<file path="src/rtl/hu_pkg.sv">
// Shared definitions for the pipelined-CPU hazard unit: forwarding mux
// encodings and the default register-address width.
package hu_pkg;

  localparam int HU_REG_AW = 5;

  typedef enum logic [1:0] {
    FWD_RF  = 2'b00,
    FWD_WB  = 2'b01,
    FWD_MEM = 2'b10
  } fwd_sel_t;

endpackage

</file>
<file path="src/rtl/hu_md_tracker.sv">
// Busy tracker for the multi-cycle mul/div unit. A down-counter is loaded
// with the unit latency on issue and counts down to zero; HI/LO are valid
// once it reaches zero. Issue is ignored while the pipeline is frozen, but
// the counter keeps running because the mul/div unit itself never stops.
module hu_md_tracker
  import hu_pkg::*;
#(
  parameter int MD_LATENCY = 4
) (
  input  logic clk,
  input  logic rst,
  input  logic start,
  input  logic hold,
  output logic busy
);

  localparam int CW = $clog2(MD_LATENCY + 1);
  localparam logic [CW-1:0] LOAD_VAL = CW'(MD_LATENCY);
  localparam logic [CW-1:0] ONE      = CW'(1);

  logic [CW-1:0] count;

  // Load on a real issue, otherwise count down towards zero.
  always_ff @(posedge clk or posedge rst) begin
    if (rst) begin
      count <= '0;
    end else if (start && !hold) begin
      count <= LOAD_VAL;
    end else if (count != '0) begin
      count <= count - ONE;
    end
  end

  assign busy = (count != '0);

endmodule

</file>
<file path="src/rtl/hu_mc.sv">
// Hazard unit for the 5-stage pipeline: EX and ID forwarding, load-use,
// branch and mul/div interlocks, a whole-pipeline freeze while the data
// memory is not ready, and a saturating stall-cycle counter for debug.
module hu_mc
  import hu_pkg::*;
#(
  parameter int REG_AW     = HU_REG_AW,
  parameter int MD_LATENCY = 4,
  parameter int CNT_W      = 16
) (
  input  logic              clk,
  input  logic              rst,
  input  logic [REG_AW-1:0] rs_id,
  input  logic [REG_AW-1:0] rt_id,
  input  logic              cu_branch_id,
  input  logic              md_use_id,
  input  logic [REG_AW-1:0] rs_ex,
  input  logic [REG_AW-1:0] rt_ex,
  input  logic [REG_AW-1:0] write_reg_ex,
  input  logic              cu_reg_write_ex,
  input  logic              cu_mem_to_reg_ex,
  input  logic              md_start_ex,
  input  logic [REG_AW-1:0] write_reg_mem,
  input  logic              cu_reg_write_mem,
  input  logic              cu_mem_to_reg_mem,
  input  logic              mem_req_mem,
  input  logic              mem_ready,
  input  logic [REG_AW-1:0] write_reg_wb,
  input  logic              cu_reg_write_wb,
  input  logic              stat_clr,
  output logic [1:0]        forward_a_ex,
  output logic [1:0]        forward_b_ex,
  output logic              forward_a_id,
  output logic              forward_b_id,
  output logic              stall_if,
  output logic              stall_id,
  output logic              stall_ex,
  output logic              stall_mem,
  output logic              flush_ex,
  output logic              flush_wb,
  output logic              md_busy,
  output logic [CNT_W-1:0]  stall_cycles
);

  fwd_sel_t fwd_a;
  fwd_sel_t fwd_b;
  logic     id_hits_ex;
  logic     id_hits_mem;
  logic     lw_stall;
  logic     branch_stall;
  logic     md_stall;
  logic     mem_stall;
  logic     soft_stall;

  // EX operand forwarding: the newer MEM result wins over WB; $0 never forwards.
  always_comb begin
    fwd_a = FWD_RF;
    fwd_b = FWD_RF;
    if (rs_ex != '0 && cu_reg_write_mem && rs_ex == write_reg_mem) begin
      fwd_a = FWD_MEM;
    end else if (rs_ex != '0 && cu_reg_write_wb && rs_ex == write_reg_wb) begin
      fwd_a = FWD_WB;
    end
    if (rt_ex != '0 && cu_reg_write_mem && rt_ex == write_reg_mem) begin
      fwd_b = FWD_MEM;
    end else if (rt_ex != '0 && cu_reg_write_wb && rt_ex == write_reg_wb) begin
      fwd_b = FWD_WB;
    end
  end

  assign forward_a_ex = fwd_a;
  assign forward_b_ex = fwd_b;

  // The branch comparator in ID can only take an ALU result from MEM, not load data.
  assign forward_a_id = (rs_id != '0) && (rs_id == write_reg_mem) &&
                        cu_reg_write_mem && !cu_mem_to_reg_mem;
  assign forward_b_id = (rt_id != '0) && (rt_id == write_reg_mem) &&
                        cu_reg_write_mem && !cu_mem_to_reg_mem;

  assign id_hits_ex  = (write_reg_ex != '0) &&
                       (write_reg_ex == rs_id || write_reg_ex == rt_id);
  assign id_hits_mem = (write_reg_mem != '0) &&
                       (write_reg_mem == rs_id || write_reg_mem == rt_id);

  assign lw_stall     = cu_mem_to_reg_ex && id_hits_ex;
  assign branch_stall = cu_branch_id &&
                        ((cu_reg_write_ex && id_hits_ex) ||
                         (cu_mem_to_reg_mem && id_hits_mem));
  assign md_stall     = md_use_id && (md_busy || md_start_ex);
  assign mem_stall    = mem_req_mem && !mem_ready;
  assign soft_stall   = lw_stall || branch_stall || md_stall;

  hu_md_tracker #(
    .MD_LATENCY (MD_LATENCY)
  ) u_md_tracker (
    .clk   (clk),
    .rst   (rst),
    .start (md_start_ex),
    .hold  (mem_stall),
    .busy  (md_busy)
  );

  // A memory freeze holds every stage and bubbles WB; other hazards stall the front end only.
  always_comb begin
    stall_if  = 1'b0;
    stall_id  = 1'b0;
    stall_ex  = 1'b0;
    stall_mem = 1'b0;
    flush_ex  = 1'b0;
    flush_wb  = 1'b0;
    if (mem_stall) begin
      stall_if  = 1'b1;
      stall_id  = 1'b1;
      stall_ex  = 1'b1;
      stall_mem = 1'b1;
      flush_wb  = 1'b1;
    end else if (soft_stall) begin
      stall_if = 1'b1;
      stall_id = 1'b1;
      flush_ex = 1'b1;
    end
  end

  // Saturating count of front-end stall cycles; a clear request wins.
  always_ff @(posedge clk or posedge rst) begin
    if (rst) begin
      stall_cycles <= '0;
    end else if (stat_clr) begin
      stall_cycles <= '0;
    end else if (stall_if && stall_cycles != '1) begin
      stall_cycles <= stall_cycles + CNT_W'(1);
    end
  end

endmodule

</file>
<file path="config.mk">
export PLATFORM = sky130hd
export DESIGN_NAME = hu_mc
export DESIGN_NICKNAME = d
export VERILOG_FILES = /design/src/rtl/hu_pkg.sv /design/src/rtl/hu_md_tracker.sv /design/src/rtl/hu_mc.sv
export SDC_FILE = /design/constraint.sdc
export NUM_CORES = 1
export LEC_CHECK = 0
export ABC_AREA = 1
export CAP_MARGIN = 25
export CORE_UTILIZATION = 45
export DETAILED_ROUTE_END_ITERATION = 10
export PLACE_DENSITY = 0.82
export SLEW_MARGIN = 15
export SYNTH_ARGS = -nofsm -noshare
export SYNTH_HDL_FRONTEND = slang
export SYNTH_HIERARCHICAL = 1
export SYNTH_SLANG_ARGS = --single-unit
</file>
<file path="constraint.sdc">
create_clock -name clk -period 2.3 [get_ports clk]
set_input_delay 0.345 -clock clk [delete_from_list [all_inputs] [get_ports clk]]
set_output_delay 0.345 -clock clk [all_outputs]
set_load 0.05 [all_outputs]
</file>
# --- Word level (Yosys, flattened, before mapping) ---
# Cells that the tools add are included.
# W data, S select, Z words.
word_totals:
  reg_bits: 19
  ram_bits: 0
  latch_bits: 0
  memories: 0
  inputBits: 48
  mem_bits_ro: 0
classes:
  magnitude_cmp: 0
  n_mux: 12
  multipliers: 0
  n_eq_ne: 11
  div: 0
  add_sub_neg: 2
  bitwise_logic: 0
  n_shift: 0
  n_reduce_logical: 42
op_table:
  columns: ["cell", "n"]
  rows:
  - ["$eq A5 B5 Y1", 10]
  - ["$mux W16", 2]
  - ["$reduce_bool A5 Y1", 6]
  - ["$logic_and A1 B1 Y1", 24]
  - ["$add A16 B1 Y16 const B", 1]
  - ["$ne A16 B16 Y1 const B", 1]
  - ["$logic_or A1 B1 Y1", 6]
  - ["$mux W1", 6]
  - ["$mux W3", 2]
  - ["$mux W2", 2]
  - ["$reduce_bool A2 Y1", 2]
  - ["$logic_not A1 Y1", 3]
  - ["$reduce_bool A3 Y1", 1]
  - ["$sub A3 B1 Y3 const B", 1]

# --- Depth between registers and ports, before layout ---
logic_depth:
  depth_word: 13
  depth_mapped: 13
  depth_no_buf: 11

# --- By module ---
# The synthesis kept the hierarchy.
by_module_without_submodules:
  columns: ["module", "seq_area_each_um2", "area_per_inst_um2", "n_inst", "cells_per_inst"]
  rows:
  - ["hu_mc", 400.4, 1853.0, 1, 295]
  - ["hu_md_tracker", 75.1, 181.4, 1, 24]

# --- Worst setup path before layout ---
# Ideal clock, no wire load.
synth_path:
  kind: "input to output"
  startpoint: "input port write_reg_mem[2]"
  endpoint: "output port forward_b_ex[0]"
  arrival_ns: 3.053
  path_slack_ns: -1.098
  cell_stages: 6
  required_time_ns: 1.955
  path_cell_list: "buf_2 xor2_1 nor3_1 o2111ai_1 nor4_1 nor2_1"
synth_between:
  elab_chain_cells: 3
synth_rtl:
  columns: ["element", "line", "source"]
  rows:
  - ["from (decl)", "hu_mc.sv:23", "input logic [REG_AW-1:0] write_reg_mem,"]
  - ["$eq A5 B5 Y1", "hu_mc.sv:64", "if (rt_ex != '0 && cu_reg_write_mem && rt_ex == write_reg_mem) begin"]
  - ["$logic_and A1 B1 Y1", "hu_mc.sv:64", null]
  - ["$mux W2", "hu_mc.sv:64", null]
  - ["to (decl)", "hu_mc.sv:32", "output logic [1:0] forward_b_ex,"]
# No other way between the ends.

# --- Worst setup path in the final report ---
layout_path:
  startpoint: "input port rt_ex[2]"
  endpoint: "output port forward_b_ex[1]"
layout_between:
  elab_chain_cells: 4
layout_rtl:
  columns: ["element", "line", "source"]
  rows:
  - ["from (decl)", "hu_mc.sv:18", "input logic [REG_AW-1:0] rt_ex,"]
  - ["$reduce_bool A5 Y1", "hu_mc.sv:64", null]
  - ["$logic_and A1 B1 Y1", "hu_mc.sv:64", null]
  - ["$logic_and A1 B1 Y1 (*)", "hu_mc.sv:64", null]
  - ["$mux W2 (*)", "hu_mc.sv:64", null]
# Mark *: on every way between the ends. The rest lies on a longest branch, timed or not.

==> results.py <==
metrics = {
    "power_and_ir_drop": {
        "power.switching_uw": 496,
        "pwr-share-comb": 0.504,
        "clockPowerShare": 0.184,
        "irDropWorstVdd_uv": 309,
        "swShare": 0.397,
        "power.internal_uw": 754,
        "p_seq_frac": 0.312,
        "total_power_uw": 1250,
        "p_per_area_nw_per_um2": 401,
        "leakage_uw": 0.00171,
    },
    "critical_path": {
        "required_ps": 1960,
        "startpoint_type": "input pin",
        "path_delay_family": "buffers and inverters",
        "critical_path.max_stage_delay_ps": 480,
        "arrival_ps": 1820,
        "cp.depth": 7,
        "path_max_fanout": 3,
        "crit_chain": "clkdlybuf4s50_1, xor2_1, nor3_1, o2111ai_1, nor4_4, buf_4, buf_12",
        "slowest_stage": "clkdlybuf4s50_1",
        "crit_buf_inv": 3,
        "end_kind": "output port",
        "path_class": "input pin to output port",
        "reg2reg_depth": 9,
    },
    "cts": {
        "cts_root_buf": "clkbuf_8",
        "cts_tree": "yes",
        "cts.reportedPaths.clkPinSlew_ps": 70,
        "cts.sinks": 19,
        "cts_buffer_depth": 2,
        "numCtsBuffers": 3,
        "cts_max_level": 1,
        "post_cts_buffers": 0,
        "clock_latency_ps": 250,
    },
    "timing": {
        "grt_setup_unrepaired": "no",
        "finalClockSkew_ps": 3.16,
        "finalCritPeriodShare": 0.942,
        "slew_viol_final": 0,
        "finalHoldViolCount": 0,
        "setup_viol": 0,
        "tightest_slew_ps": 646,
        "fin_crit_ps": 2170,
        "slew_headroom": 0.569,
        "fmax_ghz": 0.462,
    },
    "synth": {
        "synth_common_cells": "88 x nand2_1, 55 x inv_1, 33 x nand3_1, 29 x nor2_1, 19 x dfrtp_1",
        "synth_edf_count": 0,
        "yosys.area.top_type_share": 0.234,
        "synth.most_common_cell": "nand2_1",
        "yosysSeqAreaShare": 0.234,
        "syn_inst": 319,
        "syn_nets": 370,
        "synthTopCellsByArea": "dfrtp_1 23%, nand2_1 16%, inv_1 10%",
        "ys_types": 32,
        "synth_largest_area_cell": "dfrtp_1",
        "ys.flop_type": "dfrtp_1",
        "synth_async_sr_flop_share": 1.00,
        "yosysWarnings": 6,
        "synth_area_sq_um": 2030,
        "synth-seq-cells": 19,
        "synth_area_per_cell_sq_um": 6.38,
    },
    "die": {
        "coreArea_sq_um": 4350,
        "io_pins": 77,
        "die_y_um": 69.2,
        "dieWidth_um": 69.2,
        "dieArea_sq_um": 4790,
        "std_cell_rows": 24,
        "start_util": 0.467,
    },
    "job": {
        "cap_violations": 0,
    },
    "drt": {
        "drt_iter0_markers": 164,
        "vias": 2355,
        "drt-vias-per-instance": 5.16,
        "wl_per_cell_um": 13.0,
        "drc": 0,
        "routed_wl_um": 5940,
        "ant_nets": 0,
        "drtPass1Iterations": 4,
    },
    "placement": {
        "hpwl_um": 4690,
        "place.gp.congestion": 0.871,
        "dp.cells": 452,
        "placed_cell_area_sq_um": 3010,
        "port_buffers": 76,
    },
    "grt": {
        "grt_pass1_vias": 2180,
        "grt.overflow.total": 0,
        "grt_first_pass_wirelength_um": 10000,
        "grt_max_degree": 18,
        "antenna_found_initial": 0,
        "grt_use_total": 0.252,
    },
    "finish": {
        "fin_nets": 456,
        "drive_gt1_frac": 0.116,
        "fin_cells": 456,
        "finalInstanceArea_sq_um": 3110,
        "area_growth_pct": 53.1,
        "seqCellArea_sq_um": 475,
        "multi_input_area_sq_um": 1330,
        "fillCellCount": 337,
        "num_antenna_cells": 0,
    },
    "run_status": {
        "status": "completed",
    },
    "hold_path": {
        "hold_class": "input pin to asynchronous set/reset pin",
    },
}
## cells by family (layout without fill, tap and decap cells)
kind of cell / Yosys count / in the layout / synth area share
AO/OA/AOI/OAI: 19 / 19 / 0.0615
XOR/XNOR: 25 / 25 / 0.108
adder cells (fa/ha/maj): 3 / 3 / 0.0185
buffers and inverters: 66 / 151 / 0.152
flip-flops: 19 / 19 / 0.234
AND/OR/NAND/NOR: 187 / 187 / 0.427
## flip-flops by register name (all words and copies together), names as in the netlist
name and count:
stall_cycles 16, u_md_tracker/count 3
## cells in the final DEF, fill, tap and decap left out, types with 2 or more instances in the layout
cell type	Yosys	layout
inv_1	55	55
nand3_1	33	33
a211oi_1	3	2
nand4_1	16	16
nor4_2	0	2
nand3_2	3	3
nor4_1	6	2
a21oi_1	2	2
dlymetal6s2s_1	0	14
xor2_1	17	17
o22ai_1	4	4
clkbuf_8	2	3
buf_12	1	9
o2111ai_1	3	3
nor4_4	0	2
nand2_1	88	87
clkdlybuf4s50_1	0	49
buf_4	3	19
nor3_1	6	6
dfrtp_1	19	19
xnor2_1	8	8
nor2_1	29	28
ha_1	3	3
o21ai_0	5	5
## final cells by class
type,instances,area share
sequential,19,0.153
multi-input combinational,234,0.425
inverter,55,0.0663
clock buffer,4,0.0145
tap,52,0.0209
timing repair buffer,92,0.320
## per-layer routing
metal | up-vias | global-route usage | wire length [um]
li1 | 1200 | - | -
met1 | 1053 | 0.341 | 2630
met2 | 93 | 0.422 | 2840
met3 | 9 | 0.0349 | 379
met4 | 0 | 0.0635 | 86
met5 | - | 0 | 0
## worst paths after layout
check	startpoint	end	slack, ps
max in group asynchronous	rst	stall_cycles[14]	1380
max reg2reg	stall_cycles[0]	stall_cycles[8]	330
min in group clk	u_md_tracker/count[0]	u_md_tracker/count[0]	510
min reg2reg	u_md_tracker/count[0]	u_md_tracker/count[0]	510
min	rst	u_md_tracker/count[0]	280
max	rt_ex[2]	forward_b_ex[1]	130
## power groups by stage
stage / combinational (uW) / clock, uW / sequential, uW
6_report: 630 / 230 / 390
5_1_grt: 688 / 252 / 393
4_1_cts: 633 / 238 / 390
3_5_place_dp: 626 / 0 / 396
3_3_place_gp: 610 / 0 / 394
2_1_floorplan: 357 / 0 / 417
## through the flow
step / hold WS (ps) / TNS [ps] / setup WS [ps] / utilization
2_1_floorplan: 98.6 / 0 / 50.8 / -
3_3_place_gp: 492 / -52.2 / -26.1 / 0.691
3_5_place_dp: 496 / -62.3 / -31.3 / 0.691
4_1_cts: 277 / 0 / 10.3 / 0.704
5_1_grt: 296 / 0 / 8.00 / 0.715
6_report: 280 / 0 / 134 / 0.715
## repair_timing
| action | CTS | global route |
|---|---|---|
| gates resized for setup | 3 | 16 |
| hold buffers | 0 | 0 |
| pin swaps | 0 | 0 |
| setup endpoints to repair | 3 | 9 |
No activity file was read; power rests on OpenSTA's default activity.
==> RTL change 1 (same settings) <==
`CNT_W`: 16 -> 32.
--- a/src/rtl/hu_mc.sv
+++ b/src/rtl/hu_mc.sv
@@ -6,7 +6,7 @@
 #(
   parameter int REG_AW     = HU_REG_AW,
   parameter int MD_LATENCY = 4,
-  parameter int CNT_W      = 16
+  parameter int CNT_W      = 32
 ) (
   input  logic              clk,
   input  logic              rst,
Interface: changed (resized stall_cycles); port bits go from 77 to 93. No check against the original RTL was run, so the function may have changed too.
==> RTL change 1 against the unedited design <==
- synthesized area rose by 66%
- sequential cell count increased by 16
- non-clock buffer count up 16
- design area rose by 51%
- sequential power rose by 73%
- utilization down 6.6 points
- setup slack worse by 0.11 ns
- total power increased by 43%
- clock power is 90% higher
- final cell count rose by 64%
- worst hold slack worse by 0.027 ns
- die area up 64%
- critical endpoint is now forward_a_ex[0]
- routed wire length increased by 78%
==> RTL change 1: results (changes against the unedited design) <==
final_layout:
  nClkBuffers: 7  # was 4
  clock_cell_area_share: 0.0173  # was 0.0145
  multi_input_area_share: 0.447  # was 0.425
  buf_share: 0.248  # was 0.320
  nets: 698  # was 456
  drive_above_1_share: 0.0756  # was 0.116
  largestRegisters: "stall_cycles (32), u_md_tracker/count (3)"  # was stall_cycles (16), u_md_tracker/count (3)
  signal_buffers: 108  # was 92
  register_area_um2: 876  # was 475 µm²
clock_tree:
  cts_resized: 0  # was 3
  h-tree-depth: 2  # was 1
  clock_latency_ns: 0.29  # was 0.25 ns
placed_design:
  hpwl_um: 8250  # was 4690 µm
  dp_cells: 739  # was 452
  numPortBuffers: 92  # was 76
  gp_congestion: 1.02  # was 0.871
route:
  vias_per_cell: 5.27  # was 5.16
  drtIter0Drc: 195  # was 164
  drt_first_pass_iters: 5  # was 4
  via_count: 3939  # was 2,355
yosys:
  ys_ff_latch: 35  # was 19
  yosys-top-cells-count: "nand2_1 (162), inv_1 (93), nand3_1 (62)"  # was nand2_1 (88), inv_1 (55), nand3_1 (33)
  yosys.cell_types.count: 36  # was 32
  synthTopCellsByArea: "dfrtp_1 (26%), nand2_1 (18%), inv_1 (10%), nand3_1 (9.2%), nand4_1 (6.8%)"  # was dfrtp_1 (23%), nand2_1 (16%), inv_1 (10%), nand3_1 (8.1%), xor2_1 (7.3%)
  syn_nets: 604  # was 370
  avgSynthCellArea_um2: 6.12  # was 6.38 µm²
global_routing:
  grt_pass1_vias: 3727  # was 2,180
  track_usage: 0.276  # was 0.252
  grt_pass1_wl_um: 17000  # was 10000 µm
  grt_max_degree: 33  # was 18
critical_path:
  crit_arrival_ns: 1.93  # was 1.82 ns
  reg2reg_slack_ns: 0.23  # was 0.33 ns
  crit_start: "rs_ex[3]"  # was rt_ex[2]
  rr_endpoint: "stall_cycles[28]"  # was stall_cycles[8]
power:
  leakage_nw: 2.45  # was 1.71 nW
  peakVddDrop_mv: 0.298  # was 0.309 mV
timing:
  hold_ws_ns: 0.253  # was 0.280 ns
  max_slew_margin: 0.649  # was 0.569
  skew_ns: 0.0102  # was 0.00316 ns
status:
  status: "finished clean"  # unchanged
## RTL change 1: changes by cell type after synthesis, sizes merged, moves of 16 or more
cell	change
inv	+39
nand2	+75
nand3	+26
nand4	+21
nor2	+29
dfrtp	+16
## RTL change 1: how the worst max path moves through the flow
stage	to	slack, ns	depth (start not counted)
2_1_floorplan	stall_if	0.07	7
3_3_place_gp	forward_b_ex[1]	0.08	8
3_5_place_dp	stall_cycles[26]	0.03	10
4_1_cts	stall_id	0.00007	7
5_1_grt	forward_a_ex[0]	-0.01	6
6_report	forward_a_ex[0]	0.03	6
## RTL change 1: through the flow
stage                     setup slack (ns)  cell area (µm²)
after detailed placement            0.0305             4570
after CTS                        0.0000673             4650
after global placement              0.0839             4570
final                               0.0254             4710
after floorplan                     0.0721             3430
after global routing               -0.0146             4710
## RTL change 1: cells by family (layout without fill, tap and decap cells)
kind of cell,after synthesis,in the layout,share of synthesized area
AO/OA/AOI/OAI,19,19,0.0392
XOR/XNOR,33,33,0.0855
adder cells (fa/ha/maj),3,3,0.0111
buffers and inverters,115,210,0.140
flip-flops,35,35,0.259
AND/OR/NAND/NOR,348,348,0.465
## RTL change 1: power by group
group | switching [mW] | internal (mW) | total [mW] | leakage [nW]
logic | 0.408 | 0.264 | 0.672 | 1.93
clock network | 0.223 | 0.213 | 0.436 | 0.0422
registers | 0.0263 | 0.648 | 0.674 | 0.481
## RTL change 1: critical path: stages
cell             delay, ns
clkdlybuf4s50_1       0.55
inv_1                 0.11
a221oi_1              0.29
o2111ai_1             0.21
nor3_4                0.25
buf_12                0.16
## RTL change 1: per-layer routing
layer / GRT usage / up-vias / part of all wire
li1: - / 1953 / -
met1: 0.329 / 1810 / 0.41
met2: 0.506 / 157 / 0.50
met3: 0.0429 / 19 / 0.077
met4: 0.0836 / 0 / 0.015
met5: 0 / - / 0
==> RTL change 2 (same flow settings) <==
Made on the original files. Make the reset (`rst`) synchronous in 2 clocked blocks.
--- a/src/rtl/hu_md_tracker.sv
+++ b/src/rtl/hu_md_tracker.sv
@@ -21,7 +21,7 @@
   logic [CW-1:0] count;
 
   // Load on a real issue, otherwise count down towards zero.
-  always_ff @(posedge clk or posedge rst) begin
+  always_ff @(posedge clk) begin
     if (rst) begin
       count <= '0;
     end else if (start && !hold) begin
--- a/src/rtl/hu_mc.sv
+++ b/src/rtl/hu_mc.sv
@@ -122,7 +122,7 @@
   end
 
   // Saturating count of front-end stall cycles; a clear request wins.
-  always_ff @(posedge clk or posedge rst) begin
+  always_ff @(posedge clk) begin
     if (rst) begin
       stall_cycles <= '0;
     end else if (stat_clr) begin
Function: differs if rst is asserted again (counterexample within 4 cycles, from zero or initial values and one cycle with rst high); with rst held inactive, the same outputs for 10 cycles.
==> RTL change 2 against the unedited design <==
- the run now ends with setup timing left
- synthesized area down 4.6%
- largest power group unchanged
- final cell count up 1.8%
- sequential power down 12%
- design area down 1.9%
- total power down 14%
- setup slack worse by 0.15 ns
- routed wire length down 0.99%
- highest routed layer unchanged
- worst hold slack better by 0.20 ns
- clock power up 5%
- sequential cell count unchanged
==> RTL change 2: results (changes against the unedited design) <==
status:
  status: "finished with violations"  # was finished clean
  violations: "setup timing"
placed_design:
  gp_congestion: 0.911  # was 0.871
  hpwl_um: 4620  # was 4690 µm
  numPortBuffers: 76  # unchanged
  place_ws_ns: -0.0356  # was -0.0313 ns
  dpl_cell_area_um2: 2930  # was 3010 µm²
global_routing:
  grt_max_degree: 16  # was 18
  grt_pass1_vias: 2201  # was 2,180
  grt_pass1_wl_um: 9140  # was 10000 µm
  antenna_found_initial: 0  # unchanged
  track_usage: 0.261  # was 0.252
yosys:
  synthTopCellsByArea: "dfxtp_1 (20%), nand2_1 (16%), inv_1 (11%), nor2_1 (8.9%), nand3_1 (6.7%)"  # was dfrtp_1 (23%), nand2_1 (16%), inv_1 (10%), nand3_1 (8.1%), xor2_1 (7.3%)
  yosys-top-cells-count: "nand2_1 (84), inv_1 (55), nor2_1 (46)"  # was nand2_1 (88), inv_1 (55), nand3_1 (33)
  async_flop_share: 0  # was 1.00
  synth_ff_type: "dfxtp_1"  # was dfrtp_1
  yosys.cell_types.count: 33  # was 32
  yosysWarningCount: 6  # unchanged
  syn_nets: 382  # was 370
  synth-seq-area-share: 0.196  # was 0.234
clock_tree:
  h-tree-depth: 1  # unchanged
  clock_latency_ns: 0.26
  cts-buffers-inserted: 3  # unchanged
  cts_root_buffer: "clkbuf_8"  # unchanged
route:
  drtIter0Drc: 124  # was 164
  wl_um: 5880  # was 5940 µm
  topRoutingLayerUsed: "met4"  # unchanged
  met1_length_um: 2400  # was 2630 µm
  vias_per_cell: 5.11  # was 5.16
  drt_first_pass_iters: 4  # unchanged
  met3_length_um: 418  # was 379 µm
  met2_length_um: 2850  # was 2840 µm
final_layout:
  largestRegisters: "stall_cycles (16), u_md_tracker/count (3)"  # unchanged
  nets: 467  # was 456
  drive_above_1_share: 0.162  # was 0.116
  top_register: "stall_cycles"  # unchanged
  diodes: 0  # unchanged
critical_path:
  slowest_stage: "clkdlybuf4s50_1"  # unchanged
  crit_fanout: 2  # was 3
  crit_arrival_ns: 1.97  # was 1.82 ns
  reg2reg_from: "u_md_tracker/count[0]"  # was stall_cycles[0]
  reg2reg_slack_ns: 0.28  # was 0.33 ns
  rr_endpoint: "stall_cycles[14]"  # was stall_cycles[8]
  r2r_cells: 13  # was 9
  cp_slowest_stage_delay_ns: 0.44  # was 0.48 ns
timing:
  timing.final.ws_setup_ns: -0.0136  # was 0.134 ns
  setup_viol: 1  # was 0
  fin_tns_setup_ns: -0.0136  # was 0 ns
  skew_ns: 0.00239  # was 0.00316 ns
  worst_pin_slew_ns: 0.520  # was 0.646 ns
hold_path:
  hp-class: "reg -> reg"  # was in -> async
  worstHoldEndpoint: "u_md_tracker/count[0]"
  hp-start: "u_md_tracker/count[0]"
  worst_hold_path.num_cells: 2
power:
  p_int_mw: 0.688  # was 0.754 mW
  leakage_nw: 1.47  # was 1.71 nW
  peakVddDrop_mv: 0.440  # was 0.309 mV
## RTL change 2: cell count changes in the layout (fill, tap and decap cells not counted), moves of 6 or more
cell	change
xor2_1	-9
clkdlybuf4s50_1	+6
nor2_1	+16
nand3_1	-7
dlymetal6s2s_1	-6
nand2_2	+6
dfrtp_1	-19
a21oi_1	+12
inv_2	+8
nand4_1	-15
dfxtp_1	+19
## RTL change 2: worst min-delay path: cells and delay by family, from the launching register on
| kind | cells | cell delay [ns] |
|---|---|---|
| and+or+nand+nor | 1 | 0.05 |
| AOI/OAI and AO/OA | 1 | 0.07 |
| DFF | 1 | 0.32 |
## RTL change 2: what timing repair did
action / 4_1_cts / 5_1_grt
resized for setup: 0 / 19
hold buffers: 0 / 0
setup endpoints to repair: 2 / 9
setup buffers: 2 / 0
endpoints found under the hold margin: 0 / 0
pin swaps: 1 / 5
## RTL change 2: how the worst max path moves through the flow
stage                           startpoint         endpoint  slack [ns]  depth (start not counted)
after floorplan                mem_req_mem         stall_if      0.0009                          6
after global placement    write_reg_mem[2]  forward_b_ex[1]        0.02                          8
after detailed placement  write_reg_mem[3]         stall_id       -0.04                          8
after CTS                 write_reg_mem[2]  forward_a_ex[1]        0.01                          7
after global routing              rs_ex[2]  forward_a_ex[1]       -0.07                          7
final                             rs_ex[2]  forward_a_ex[1]       -0.01                          7
## RTL change 2: metrics by stage
stage          hold WS (ns)  std cells  utilization
6_report              0.484        464        0.753
3_5_place_dp          0.469        458        0.723
2_1_floorplan         0.433        330            -
3_3_place_gp          0.443        458        0.723
5_1_grt               0.520        464        0.753
4_1_cts               0.479        464        0.738
## RTL change 2: kinds of logic (layout without fill, tap and decap cells)
| group | count (synthesis) | in the layout | share of synthesized area |
|---|---|---|---|
| AO/OA/AOI/OAI | 32 | 32 | 0.0999 |
| adder cells (fa/ha/maj) | 4 | 4 | 0.0258 |
| XOR/XNOR | 14 | 14 | 0.0631 |
| buffers and inverters | 73 | 157 | 0.172 |
| AND/OR/NAND/NOR | 188 | 188 | 0.443 |
| flip-flops | 19 | 19 | 0.196 |
## RTL change 2: power by group through the flow
stage,sequential [mW],clock (mW),combinational (mW)
detailed placement,0.352,0,0.467
CTS,0.344,0.246,0.478
global route,0.345,0.259,0.528
floorplan,0.360,0,0.258
finish,0.344,0.241,0.488
global placement,0.351,0,0.460
## RTL change 2: layer usage
layer,vias to the layer above,track usage
met3,23,0.0439
met5,-,0
met2,91,0.481
met4,0,0.122
met1,1058,0.284
li1,1198,-
## RTL change 2: cell type report
class,count,area (µm²)
Timing Repair Buffer,91,1020
Fill cell,318,1000
Inverter,62,233
Tap cell,50,62.6
Multi-Input combinational cell,238,1310
Sequential cell,19,380
Clock buffer,4,45.0
